### src/rtl/chip8_pkg.sv
// Shared encodings for the CHIP-8 register/memory block-transfer engine.
package chip8_pkg;

  typedef enum logic [1:0] {
    XFER_STORE = 2'd0,
    XFER_LOAD  = 2'd1,
    XFER_BCD   = 2'd2,
    XFER_RSVD  = 2'd3
  } xfer_mode_e;

  typedef enum logic [2:0] {
    ST_IDLE,
    ST_STORE,
    ST_LOAD,
    ST_BCD_RD,
    ST_BCD_DAB,
    ST_BCD_WR,
    ST_FIN
  } xfer_state_e;

endpackage

### src/rtl/chip8_bin2bcd.sv
// Iterative double-dabble converter. The first iteration happens on the start edge.
// valid_o flags the edge that performs the final iteration; bcd_o holds the result from the next cycle.
module chip8_bin2bcd #(
  parameter int W = 8,
  parameter int D = 3
) (
  input  logic           clk,
  input  logic           rst,
  input  logic           start_i,
  input  logic [W-1:0]   bin_i,
  output logic           busy_o,
  output logic           valid_o,
  output logic [4*D-1:0] bcd_o
);
  localparam int SW = 4*D + W;
  localparam int CW = $clog2(W+1);

  logic [SW-1:0] sh_q;
  logic [CW-1:0] cnt_q;
  logic          busy_q;

  function automatic logic [SW-1:0] dab_step(input logic [SW-1:0] s);
    logic [SW-1:0] t;
    t = s;
    for (int i = 0; i < D; i++)
      if (t[W+4*i +: 4] >= 4'd5) t[W+4*i +: 4] = t[W+4*i +: 4] + 4'd3;
    return t << 1;
  endfunction

  always_ff @(posedge clk) begin
    if (rst) begin
      sh_q   <= '0;
      cnt_q  <= '0;
      busy_q <= 1'b0;
    end else if (start_i) begin
      sh_q   <= dab_step({{(4*D){1'b0}}, bin_i});
      cnt_q  <= CW'(W-1);
      busy_q <= (W > 1);
    end else if (busy_q) begin
      sh_q   <= dab_step(sh_q);
      cnt_q  <= cnt_q - 1'b1;
      busy_q <= (cnt_q != CW'(1));
    end
  end

  assign busy_o  = busy_q;
  assign valid_o = (busy_q && cnt_q == CW'(1)) || (start_i && W == 1);
  assign bcd_o   = sh_q[W +: 4*D];

endmodule

### src/rtl/chip8_xfer_engine.sv
// FX33/FX55/FX65 block-transfer engine between the V register file and main memory.
// Optional macro CHIP8_XFER_I_INCR_EN adds i_upd/i_new (I advanced past the block on STORE/LOAD).
module chip8_xfer_engine
  import chip8_pkg::*;
#(
  parameter int ADDR_WIDTH   = 12,
  parameter int V_ADDR_WIDTH = 4,
  parameter int V_DATA_WIDTH = 8,
  parameter int MEM_LATENCY  = 1,
  parameter int BCD_DIGITS   = 3
) (
  input  logic                    clk,
  input  logic                    rst,
  input  logic                    start,
  input  logic [1:0]              mode,
  input  logic [ADDR_WIDTH-1:0]   base,
  input  logic [V_ADDR_WIDTH-1:0] x,
  output logic                    busy,
  output logic                    done,
  output logic [ADDR_WIDTH-1:0]   mem_raddr,
  input  logic [V_DATA_WIDTH-1:0] mem_q,
  output logic                    mem_we,
  output logic [ADDR_WIDTH-1:0]   mem_waddr,
  output logic [V_DATA_WIDTH-1:0] mem_d,
  output logic [V_ADDR_WIDTH-1:0] v_raddr,
  input  logic [V_DATA_WIDTH-1:0] v_q,
  output logic                    v_we,
  output logic [V_ADDR_WIDTH-1:0] v_waddr,
`ifdef CHIP8_XFER_I_INCR_EN
  output logic                    i_upd,
  output logic [ADDR_WIDTH-1:0]   i_new,
`endif
  output logic [V_DATA_WIDTH-1:0] v_d
);
  localparam int L = MEM_LATENCY;

  xfer_state_e             state_q;
  xfer_mode_e              mode_q;
  logic [ADDR_WIDTH-1:0]   base_q, mem_raddr_q;
  logic [V_ADDR_WIDTH-1:0] x_q, rk_q, wk_q, v_raddr_q, dsel;
  logic [L:0]              vld_pipe;
  logic                    bcd_we_q, dab_go_q;
  logic                    st_we, ld_we, last_wr, bcd_busy, bcd_last;
  logic [4*BCD_DIGITS-1:0] bcd;
  logic [3:0]              digit;

  // vld_pipe[n] marks a read issued n cycles ago; its data is due at stage 1 (V) or L (memory)
  assign st_we   = (mode_q == XFER_STORE) && vld_pipe[1];
  assign ld_we   = (mode_q == XFER_LOAD)  && vld_pipe[L];
  assign last_wr = (st_we || ld_we) && (wk_q == x_q);
  assign dsel    = V_ADDR_WIDTH'(BCD_DIGITS-1) - wk_q;
  assign digit   = 4'(bcd >> {dsel, 2'b00});

  chip8_bin2bcd #(.W(V_DATA_WIDTH), .D(BCD_DIGITS)) u_bcd (
    .clk(clk), .rst(rst), .start_i(dab_go_q), .bin_i(v_q),
    .busy_o(bcd_busy), .valid_o(bcd_last), .bcd_o(bcd)
  );

  always_ff @(posedge clk) begin
    if (rst) begin
      state_q     <= ST_IDLE;
      mode_q      <= XFER_STORE;
      base_q      <= '0;
      x_q         <= '0;
      rk_q        <= '0;
      wk_q        <= '0;
      mem_raddr_q <= '0;
      v_raddr_q   <= '0;
      vld_pipe    <= '0;
      bcd_we_q    <= 1'b0;
      dab_go_q    <= 1'b0;
    end else begin
      vld_pipe <= {vld_pipe[L-1:0], 1'b0};
      dab_go_q <= 1'b0;
      if (mem_we || v_we) wk_q <= wk_q + 1'b1;
      case (state_q)
        ST_IDLE, ST_FIN: begin
          state_q <= ST_IDLE;
          if (start) begin
            base_q <= base;
            x_q    <= x;
            mode_q <= xfer_mode_e'(mode);
            rk_q   <= '0;
            wk_q   <= '0;
            case (xfer_mode_e'(mode))
              XFER_STORE: begin state_q <= ST_STORE; v_raddr_q <= '0; vld_pipe[0] <= 1'b1; end
              XFER_LOAD:  begin state_q <= ST_LOAD; mem_raddr_q <= base; vld_pipe[0] <= 1'b1; end
              XFER_BCD:   begin state_q <= ST_BCD_RD; v_raddr_q <= x; end
              default:    state_q <= ST_FIN;
            endcase
          end
        end
        ST_STORE, ST_LOAD: begin
          if (rk_q != x_q) begin
            rk_q        <= rk_q + 1'b1;
            vld_pipe[0] <= 1'b1;
            if (state_q == ST_STORE) v_raddr_q <= rk_q + 1'b1;
            else mem_raddr_q <= base_q + ADDR_WIDTH'(rk_q) + ADDR_WIDTH'(1);
          end
          if (last_wr) state_q <= ST_FIN;
        end
        ST_BCD_RD: begin
          state_q  <= ST_BCD_DAB;
          dab_go_q <= 1'b1;
        end
        ST_BCD_DAB: if (bcd_last) begin
          state_q  <= ST_BCD_WR;
          bcd_we_q <= 1'b1;
        end
        ST_BCD_WR: if (wk_q == V_ADDR_WIDTH'(BCD_DIGITS-1)) begin
          state_q  <= ST_FIN;
          bcd_we_q <= 1'b0;
        end
        default: state_q <= ST_IDLE;
      endcase
    end
  end

  assign busy      = (state_q != ST_IDLE && state_q != ST_FIN) || bcd_busy;
  assign done      = (state_q == ST_FIN);
  assign mem_raddr = mem_raddr_q;
  assign v_raddr   = v_raddr_q;
  assign mem_we    = st_we || bcd_we_q;
  assign mem_waddr = base_q + ADDR_WIDTH'(wk_q);
  assign mem_d     = bcd_we_q ? V_DATA_WIDTH'(digit) : (st_we ? v_q : '0);
  assign v_we      = ld_we;
  assign v_waddr   = wk_q;
  assign v_d       = ld_we ? mem_q : '0;

`ifdef CHIP8_XFER_I_INCR_EN
  assign i_upd = done && (mode_q == XFER_STORE || mode_q == XFER_LOAD);
  assign i_new = base_q + ADDR_WIDTH'(x_q) + ADDR_WIDTH'(1);
`endif

endmodule

### config.mk
export PLATFORM = sky130hd
export DESIGN_NAME = chip8_xfer_engine
export DESIGN_NICKNAME = d
export VERILOG_FILES = /design/src/rtl/chip8_pkg.sv /design/src/rtl/chip8_bin2bcd.sv /design/src/rtl/chip8_xfer_engine.sv
export SDC_FILE = /design/constraint.sdc
export NUM_CORES = 1
export LEC_CHECK = 0
export BUFFER_PORTS_ARGS = -buffer_cell sky130_fd_sc_hd__buf_2
export CORE_ASPECT_RATIO = 2
export CORE_MARGIN = 2
export CORE_UTILIZATION = 30
export CTS_BUF_LIST = sky130_fd_sc_hd__clkbuf_8
export DETAILED_ROUTE_END_ITERATION = 10
export GPL_TIMING_DRIVEN = 1
export HOLD_SLACK_MARGIN = 0.02
export PLACE_DENSITY_LB_ADDON = 0.15
export SYNTH_ARGS = -nofsm -noshare
export SYNTH_HDL_FRONTEND = slang
export SYNTH_SLANG_ARGS = --single-unit
### constraint.sdc
create_clock -name clk -period 2.34 [get_ports clk]
set_input_delay 0.117 -clock clk [delete_from_list [all_inputs] [get_ports clk]]
set_output_delay 0.117 -clock clk [all_outputs]
set_load 0.01 [all_outputs]
==> metrics.yaml, run 1 <==
syn_area_per_cell_um2: 8.08
max-clock-path-buffers: 2
die-width_um: 89.6
num_vias: 4113
grt_overflow: 0
worst-setup-path-type: "flop to output pin"
synth_fp_nets: 602
path_cells: "ha_2 > fa_2 > a21oi_1 > nor2_1 > nor2_2 > nor2_1 > xor2_1 > buf_2"
post_place_cells: 814
yosys-top-cells-area: "sky130_fd_sc_hd__dfxtp_1, sky130_fd_sc_hd__a21oi_1, sky130_fd_sc_hd__nand2_1, sky130_fd_sc_hd__ha_1, sky130_fd_sc_hd__xnor2_1"
clk_pin_slew_worst_paths_ps: 80
finalInstanceArea_um2: 5460
clock_tree_from_tritoncts: "done"
grt_antenna_before_repair: 0
placementRows: 62
grt_setup_unrepaired: "yes"
finalSetupTns_ps: 0
cp-start-kind: "flop"
final-hold-violation-count: 0
drc: 0
num-fill-cells: 1504
synth_seq_area_share_pct: 33.2
fin_cells: 845
synth_top_area_share_pct: 33.2
maxcap_violations: 0
fp.dieArea_um2: 15700
asyncSetResetFlopFracSynth_pct: 0
ir_drop_uv: 347
yosysTopAreaCell: "sky130_fd_sc_hd__dfxtp_1"
ys.flop_type: "sky130_fd_sc_hd__dfxtp_1"
core_um2: 14400
cts_root_buf: "sky130_fd_sc_hd__clkbuf_8"
grt_max_degree: 35
synth_warn: 0
wire_per_inst_um: 15.2
timing.final.crit_share_pct: 94.8
number_of_enable_type_register_cells_in_the_synthesized_netlist: 0
port_buffers: 88
synth_common_cells: "sky130_fd_sc_hd__dfxtp_1, sky130_fd_sc_hd__nand2_1, sky130_fd_sc_hd__nor2_1"
final_period_minus_worst_setup_slack_ps: 2220
power.density_nw_per_um2: 829
syn_area_um2: 4400
cp_data_arrival_time_ps: 2100
dp_hpwl_mm: 9.74
floorplan.die.height_um: 175
finalNetCount: 707
slew_viol_final: 0
timing.critical_path.mode_cell: "sky130_fd_sc_hd__nor2_1"
starting_utilization_of_the_core_area_pct: 30.6
synth_cells: 544
drt-total-wl_mm: 12.8
critical_path.reg2reg.startpoint: "base_q[0]"
gp_congestion: 0.837
postcts_setup_bufs: 0
insertion_delay_ps: 360
placed_area_um2: 5100
synth_cell_types: 60
timing.critical_path.required_ps: 2220
tritoncts_sink_count: 73
worst_path_largest_cell_delay_ps: 380
setup.worst_path.start: "base_q[0]"
number_of_global_route_vias_before_repair: 4098
route.antenna.remaining_nets: 0
synth.ff_latch_count: 73
worst_slew_pin_slew_ps: 589
fmax_mhz: 451
result_of_the_run: "complete, no violations"
clock_skew_ps: 13.8
tritoncts.num_buffers: 9
drt_first_pass_iters: 4
area_growth_pct: 24.2
worst-path-max-fanout: 4
end_kind: "output pin"
post-synth-top-count-cell: "sky130_fd_sc_hd__dfxtp_1"
worst_slew_margin_rel_pct: 60.7
htree_levels: 3
cellLeakagePower_nw: 2.26
critical-path-slowest-cell: "sky130_fd_sc_hd__fa_2"
track_usage_pct: 16.8
antenna_cells: 0
avgViaCountPerCell: 4.87
ios: 89
grt_pass1_wl_mm: 20.4
drive_above_1_share_pct: 23.3
setup_violations: 0
worstHoldPathType: "input pin to flop"
drt_iter0_drc: 132
timing.hold.worst.start: "v_q[0]"
[where the power goes]
part | switching (mW) | internal [mW]
registers | 0.181 | 1.44
clock network | 0.486 | 0.397
logic | 1.22 | 0.802
total | 1.89 | 2.64
[path summary, 6_finish.rpt]
path         slack (ps)             to  cells after the start
max                 120  mem_waddr[10]                      8
min                  30  u_bcd.sh_q[1]                      3
max reg2reg         150  mem_raddr[10]                      8
min reg2reg         450    vld_pipe[1]                      1
[logic make-up (layout without fill, tap and decap cells)]
logic type | Yosys count | after routing | share of synthesized area (%)
flip-flops | 73 | 73 | 33.2
XOR/XNOR | 39 | 39 | 7.77
multiplexers | 21 | 21 | 4.78
AND/OR/NAND/NOR | 213 | 213 | 23.7
AO/OA/AOI/OAI | 122 | 122 | 18.7
buffers and inverters | 54 | 163 | 5.21
adder cells (fa/ha/maj) | 22 | 22 | 6.55
[worst max-delay path: cells and delay by family (launching register included)]
family	cells	cell delay, ps
fa+ha+maj	2	570
xor+xnor	1	150
simple gates	3	390
compound gates	1	170
buf+inv	1	140
flops	1	330
[layer usage]
layer | track usage [%] | vias to the layer above | wire length (um)
met3 | 3.07 | 13 | 337
met2 | 33.0 | 73 | 7460
met4 | 5.29 | 0 | 251
met1 | 16.7 | 1934 | 4760
li1 | - | 2093 | -
met5 | 0 | - | 0
[placed cells by master (no fill, tap or decap), types with 5 or more instances in the layout]
cell type / instances
sky130_fd_sc_hd__dlygate4sd3_1: 16
sky130_fd_sc_hd__o21ai_0: 18
sky130_fd_sc_hd__clkbuf_8: 10
sky130_fd_sc_hd__nand2b_1: 11
sky130_fd_sc_hd__ha_1: 17
sky130_fd_sc_hd__xnor2_1: 27
sky130_fd_sc_hd__mux2i_1: 21
sky130_fd_sc_hd__nor2_1: 54
sky130_fd_sc_hd__xor2_1: 12
sky130_fd_sc_hd__inv_1: 22
sky130_fd_sc_hd__and2_1: 7
sky130_fd_sc_hd__a21oi_1: 51
sky130_fd_sc_hd__buf_4: 23
sky130_fd_sc_hd__a211oi_1: 7
sky130_fd_sc_hd__nor3_1: 12
sky130_fd_sc_hd__a21o_1: 5
sky130_fd_sc_hd__buf_2: 88
sky130_fd_sc_hd__dfxtp_1: 72
sky130_fd_sc_hd__nand3_1: 11
sky130_fd_sc_hd__nand2_1: 66
sky130_fd_sc_hd__nand3b_1: 8
sky130_fd_sc_hd__a22o_1: 5
sky130_fd_sc_hd__and3_1: 10
sky130_fd_sc_hd__nor2b_1: 10
[registers in the layout (all words and copies together), names as in the netlist, 3 cells and up]
register	cells
base_q	12
rk_q	4
v_waddr	4
v_raddr	4
mem_raddr	12
x_q	4
u_bcd.sh_q	19
u_bcd.cnt_q	4
state_q	3
[final cells by class]
type	count	area, um2	area share [%]
multi-input cells	417	2750	50.3
flip-flops and latches	73	1460	26.8
repair buffers	127	773	14.2
well taps	192	240	4.40
clock buffers	10	138	2.52
inverters	21	78.8	1.44
clock inverters	5	23.8	0.435
[what timing repair did]
item                                    CTS  global route
hold endpoints to repair                 17             0
endpoints found under the setup margin    7            12
gates resized for setup                   3            10
hold buffers                             16             0
pin swaps                                 0             2
[per-stage QoR]
stage                     hold slack (ps)  power, mW  setup slack (ps)  utilization, %
after global placement                359       3.64               109            35.5
final                                31.2       4.53               122            38.1
after floorplan                       253       2.96               134               -
after CTS                            20.6       4.59              32.5            37.8
after detailed placement              374       3.67              69.2            35.5
after global routing                 32.9       4.87             -11.1            38.1
Note: power is estimated with default switching activity, not from simulation.
==> inputs of run 2 (changes only) <==
==> constraint.sdc (replaced) <==
create_clock -name clk -period 2.5 [get_ports clk]
set_input_delay 0.125 -clock clk [delete_from_list [all_inputs] [get_ports clk]]
set_output_delay 0.125 -clock clk [all_outputs]
set_load 0.01 [all_outputs]
==> metrics.yaml, run 2 (synthesized netlist as in run 1, its figures left out) <==
p_total_mw: 4.42  # -2.4%
slew_viol_final: 0  # unchanged
finalNetCount: 706  # -0.14%
num-fill-cells: 1527  # +1.5%
timing.final.crit_share_pct: 93.1
hold_slack_ps: 42.4  # +11.2 ps
num_vias: 4123  # +0.24%
crit_family: "adder cells"
fp.dieArea_um2: 15700  # unchanged
drc: 0  # unchanged
registers.top_by_ff_count: "u_bcd.sh_q"
worst_slew_pin_slew_ps: 653  # +63.6 ps
drive_above_1_share_pct: 21.8  # -1.5 points
floorplan.die.height_um: 175  # unchanged
end_kind: "output pin"
worst_path_largest_cell_delay_ps: 430  # +50 ps
cp-start-kind: "flop"
clk_pin_slew_worst_paths_ps: 90  # about the same
clock_skew_ps: 15.1  # +1.30 ps
placementRows: 62  # unchanged
finalSetupTns_ps: 0  # unchanged
setup_violations: 0  # unchanged
mostFrequentLayoutCell: "sky130_fd_sc_hd__buf_2"
grt_overflow: 0  # unchanged
starting_utilization_of_the_core_area_pct: 30.6  # unchanged
grt_antenna_before_repair: 0  # unchanged
ff2ff_setup_slack_ps: 210  # +60 ps
use_met1_pct: 16.2  # -0.51 points
max-clock-path-buffers: 2  # unchanged
insertion_delay_ps: 360  # about the same
final-hold-violation-count: 0  # unchanged
regArea_um2: 1460  # about the same
timing.hold.worst.start: "x[3]"
htree_levels: 3  # unchanged
fin_cells: 844  # -0.12%
critical_path.reg2reg.startpoint: "base_q[0]"
critical-path-slowest-cell: "sky130_fd_sc_hd__fa_1"
critical_path_buf_inv_count: 1  # unchanged
grt-busiest-layer: "met2"
drt_first_pass_iters: 5  # +1
groute.layer.met2.usage_pct: 33.8  # +0.74 points
ir_drop_uv: 515  # +48%
clock_tree_from_tritoncts: "done"
worst_slew_margin_rel_pct: 56.5  # -4.2 points
drt-total-wl_mm: 13.0  # +1.5%
result_of_the_run: "complete, no violations"
grt_setup_unrepaired: "no"
avgViaCountPerCell: 4.89  # +0.36%
tritoncts_sink_count: 73  # unchanged
power.density_nw_per_um2: 805  # -2.9%
worstHoldPathType: "input pin to flop"
setup.worst_path.start: "v_waddr[0]"
fmax_mhz: 429
cts_root_buf: "sky130_fd_sc_hd__clkbuf_8"
die-width_um: 89.6  # unchanged
global_route_met3_usage_pct: 3.07  # unchanged
path_cells: "ha_1 > fa_1 > a21oi_2 > nor2_1 > nor2_2 > nor2_1 > xor2_1 > buf_2"
ios: 89  # unchanged
grt_pass1_wl_mm: 20.5  # +0.54%
cellLeakagePower_nw: 2.26  # about the same
timing.critical_path.required_ps: 2380  # +160 ps
maxcap_violations: 0  # unchanged
antenna_cells: 0  # unchanged
worst-setup-path-type: "flop to output pin"
gp_congestion: 0.826  # -1.3%
core_um2: 14400  # unchanged
number_of_global_route_vias_before_repair: 4088  # -0.24%
final_period_minus_worst_setup_slack_ps: 2330
drt_iter0_drc: 130  # -1.5%
track_usage_pct: 17.1  # +0.23 points
route.antenna.remaining_nets: 0  # unchanged
largest_reg_flops: 19  # unchanged
mostFrequentLayoutCells: "sky130_fd_sc_hd__buf_2, sky130_fd_sc_hd__dfxtp_1, sky130_fd_sc_hd__nand2_1"
port_buffers: 88  # unchanged
area_taken_by_multi_input_logic_gates_um2: 2720  # -1.0%
dp_hpwl_mm: 10.0  # +2.7%
grt_max_degree: 38  # +8.6%
post_place_cells: 810  # -0.49%
area_growth_pct: 24.9
worst-path-max-fanout: 7  # +3
tritoncts.num_buffers: 9  # unchanged
wire_per_inst_um: 15.4  # +1.7%
timing.critical_path.mode_cell: "sky130_fd_sc_hd__nor2_1"
cp_data_arrival_time_ps: 2200  # +100 ps
run 2: cell types whose count changed in the layout (fill, tap and decap cells not counted), moves of 2 or more:
| cell | delta |
|---|---|
| sky130_fd_sc_hd__buf_4 | -4 |
| sky130_fd_sc_hd__clkinv_2 | -3 |
| sky130_fd_sc_hd__dlygate4sd3_1 | +3 |
| sky130_fd_sc_hd__bufinv_16 | +2 |
| sky130_fd_sc_hd__clkinvlp_4 | +2 |
| sky130_fd_sc_hd__fa_1 | +2 |
| sky130_fd_sc_hd__fa_2 | -2 |
| sky130_fd_sc_hd__ha_1 | +2 |
| sky130_fd_sc_hd__ha_2 | -2 |
| sky130_fd_sc_hd__nor2b_1 | +2 |
| sky130_fd_sc_hd__nor2b_2 | -2 |
run 2: tightest hold or removal path, cell delays in order:
cell and delay [ps]:
sky130_fd_sc_hd__buf_2 120, sky130_fd_sc_hd__nand2_1 50, sky130_fd_sc_hd__a21oi_1 50
run 2: stage by stage:
step	utilization [%]	setup WS (ps)	instance area (um2)
after floorplan	-	294	4400
after global placement	35.3	269	5070
after detailed placement	35.3	261	5070
after CTS	38.2	67.7	5480
after global routing	38.3	3.77	5490
final	38.3	171	5490
run 2: cell type report:
class	count	area share [%]
multi-input cells	417	49.5
flip-flops and latches	73	26.7
repair buffers	126	14.1
well taps	192	4.38
clock buffers	10	2.51
clock inverters	5	1.46
inverters	21	1.44
run 2: worst paths after layout:
| path | to | cells after the start |
|---|---|---|
| max | mem_waddr[6] | 8 |
| min | x_q[3] | 3 |
| max reg2reg | mem_raddr[10] | 8 |
| min reg2reg | vld_pipe[1] | 1 |
run 2: repair_timing:
action / 4_1_cts / 5_1_grt
buffers inserted: 0 / 0
setup endpoints to repair: 3 / 7
resized for setup: 1 / 4
hold endpoints to repair: 20 / 0
pin swaps: 0 / 1
hold buffers: 19 / 0
run 2: routing by layer:
metal | share of wire (%) | wire length (um)
met1 | 36 | 4630
met2 | 59 | 7670
met3 | 2.8 | 359
met4 | 2.6 | 344
met5 | 0 | 0
run 2: report_power, final:
| group | switching [mW] | internal, mW |
|---|---|---|
| registers | 0.185 | 1.35 |
| clock network | 0.463 | 0.582 |
| logic | 1.12 | 0.720 |
| total | 1.77 | 2.65 |
==> inputs of run 3 (changes only) <==
==> constraint.sdc (replaced) <==
create_clock -name clk -period 2.6 [get_ports clk]
set_input_delay 0.13 -clock clk [delete_from_list [all_inputs] [get_ports clk]]
set_output_delay 0.13 -clock clk [all_outputs]
set_load 0.01 [all_outputs]
==> metrics.yaml, run 3 (synthesized netlist as in run 1, its figures left out) <==
result_of_the_run: "complete, no violations"
tritoncts_sink_count: 73  # unchanged
drt-total-wl_mm: 12.8  # -1.5%
antenna_cells: 0  # unchanged
wire_per_inst_um: 15.3  # -0.78%
power.density_nw_per_um2: 779  # -3.2%
cp-start-kind: "flop"
placementRows: 62  # unchanged
fp.dieArea_um2: 15700  # unchanged
critical-path-slowest-cell: "sky130_fd_sc_hd__dfxtp_1"
drt_first_pass_iters: 6  # +1
finalSetupTns_ps: 0  # unchanged
avgViaCountPerCell: 4.90  # +0.30%
drt_iter0_drc: 75  # -42%
cts_root_buf: "sky130_fd_sc_hd__clkbuf_8"
placed_area_um2: 5040  # -0.59%
cellLeakagePower_nw: 2.22  # -1.6%
largest_reg_flops: 19  # unchanged
clock_skew_ps: 8.88  # -6.26 ps
num-fill-cells: 1557  # +2.0%
clock_tree_from_tritoncts: "done"
drive_above_1_share_pct: 20.7  # -1.0 points
worstHoldPathType: "input pin to flop"
worst_slew_pin_slew_ps: 642  # -10.8 ps
max-clock-path-buffers: 2  # unchanged
maxcap_violations: 0  # unchanged
hold_slack_ps: 33.1  # -9.22 ps
ir_drop_uv: 296  # -43%
worst_path_largest_cell_delay_ps: 580  # +150 ps
insertion_delay_ps: 360  # about the same
htree_levels: 3  # unchanged
worst_slew_margin_rel_pct: 57.2  # +0.72 points
final_period_minus_worst_setup_slack_ps: 2410
cp_data_arrival_time_ps: 2280  # +80 ps
slew_viol_final: 0  # unchanged
end_kind: "output pin"
grt_setup_unrepaired: "no"
core_um2: 14400  # unchanged
clk_pin_slew_worst_paths_ps: 80  # about the same
timing.final.crit_share_pct: 92.6
setup_violations: 0  # unchanged
final-hold-violation-count: 0  # unchanged
track_usage_pct: 16.7  # -0.35 points
worst-setup-path-type: "flop to output pin"
postcts_setup_bufs: 0  # unchanged
grt_max_degree: 38  # unchanged
registers.top_by_ff_count: "u_bcd.sh_q"
tritoncts.num_buffers: 9  # unchanged
number_of_global_route_vias_before_repair: 4110  # +0.54%
mostFrequentLayoutCell: "sky130_fd_sc_hd__buf_2"
die-width_um: 89.6  # unchanged
mostFrequentLayoutCells: "sky130_fd_sc_hd__buf_2, sky130_fd_sc_hd__dfxtp_1, sky130_fd_sc_hd__nand2_1"
drc: 0  # unchanged
dp_hpwl_mm: 9.84  # -1.7%
gp_congestion: 0.825  # about the same
port_buffers: 88  # unchanged
path_cells: "ha_1 > a21o_1 > a21oi_1 > o21bai_1 > nand3_1 > xnor2_1 > buf_2"
grt_overflow: 0  # unchanged
grt_pass1_wl_mm: 20.2  # -1.5%
timing.critical_path.required_ps: 2470  # +90 ps
finalCoreUtilization_pct: 37.8  # -0.42 points
worst-path-max-fanout: 10  # +3
area_growth_pct: 23.5
fmax_mhz: 415
finalInstanceArea_um2: 5430  # -1.1%
grt_antenna_before_repair: 0  # unchanged
starting_utilization_of_the_core_area_pct: 30.6  # unchanged
route.antenna.remaining_nets: 0  # unchanged
num_vias: 4106  # -0.41%
ios: 89  # unchanged
finalNetCount: 700  # -0.85%
floorplan.die.height_um: 175  # unchanged
[run 3: changes by cell type in the layout (fill, tap and decap cells not counted), sizes merged]
cell,previous run,this run
dlygate4sd3,19,17
buf,107,103
[run 3: cell type report]
type	instances	area, um2	share of cell area, %
clock buffers	10	138	2.53
flip-flops and latches	73	1460	26.9
well taps	192	240	4.42
repair buffers	120	723	13.3
inverters	21	78.8	1.45
multi-input cells	417	2710	49.9
clock inverters	5	80.1	1.47
[run 3: power breakdown]
| group | internal [mW] | switching [mW] | leakage, nW |
|---|---|---|---|
| Sequential | 1.29 | 0.189 | 0.593 |
| Clock | 0.559 | 0.444 | 0.104 |
| Combinational | 0.682 | 1.06 | 1.53 |
| Total | 2.54 | 1.70 | 2.22 |
[run 3: worst max-delay path, delay by kind of cell, from the launching register on]
kind | cells | cell delay (ps)
compound gates | 3 | 580
xor+xnor | 1 | 130
flops | 1 | 580
buf+inv | 1 | 150
simple gates | 1 | 170
fa+ha+maj | 1 | 310
[run 3: path summary, 6_finish.rpt]
kind	from	endpoint	slack, ps	depth (start not counted)
max	v_waddr[1]	mem_waddr[11]	190	7
min	base[7]	base_q[7]	30	3
max reg2reg	base_q[0]	mem_raddr[10]	300	8
min reg2reg	vld_pipe[0]	vld_pipe[1]	450	1
[run 3: per-layer routing]
layer,share of wire [%],routed length [um],up-vias,global-route usage (%)
met4,2.1,271,0,6.16
met2,59,7610,67,33.4
met5,0,0,-,0
li1,-,-,2077,-
met1,36,4590,1944,15.7
met3,2.6,332,18,2.93
[run 3: through the flow]
stage,total power [mW],std cells,setup slack (ps)
after floorplan,2.67,544,394
after global placement,3.25,806,366
after detailed placement,3.27,806,340
after CTS,4.31,838,63.8
after global routing,4.52,838,0.797
final,4.23,838,191
[run 3: what timing repair did]
| action | CTS | global route |
|---|---|---|
| hold endpoints to repair | 18 | 0 |
| setup endpoints to repair | 0 | 3 |
| hold buffers | 17 | 0 |
| resized for setup | 0 | 1 |
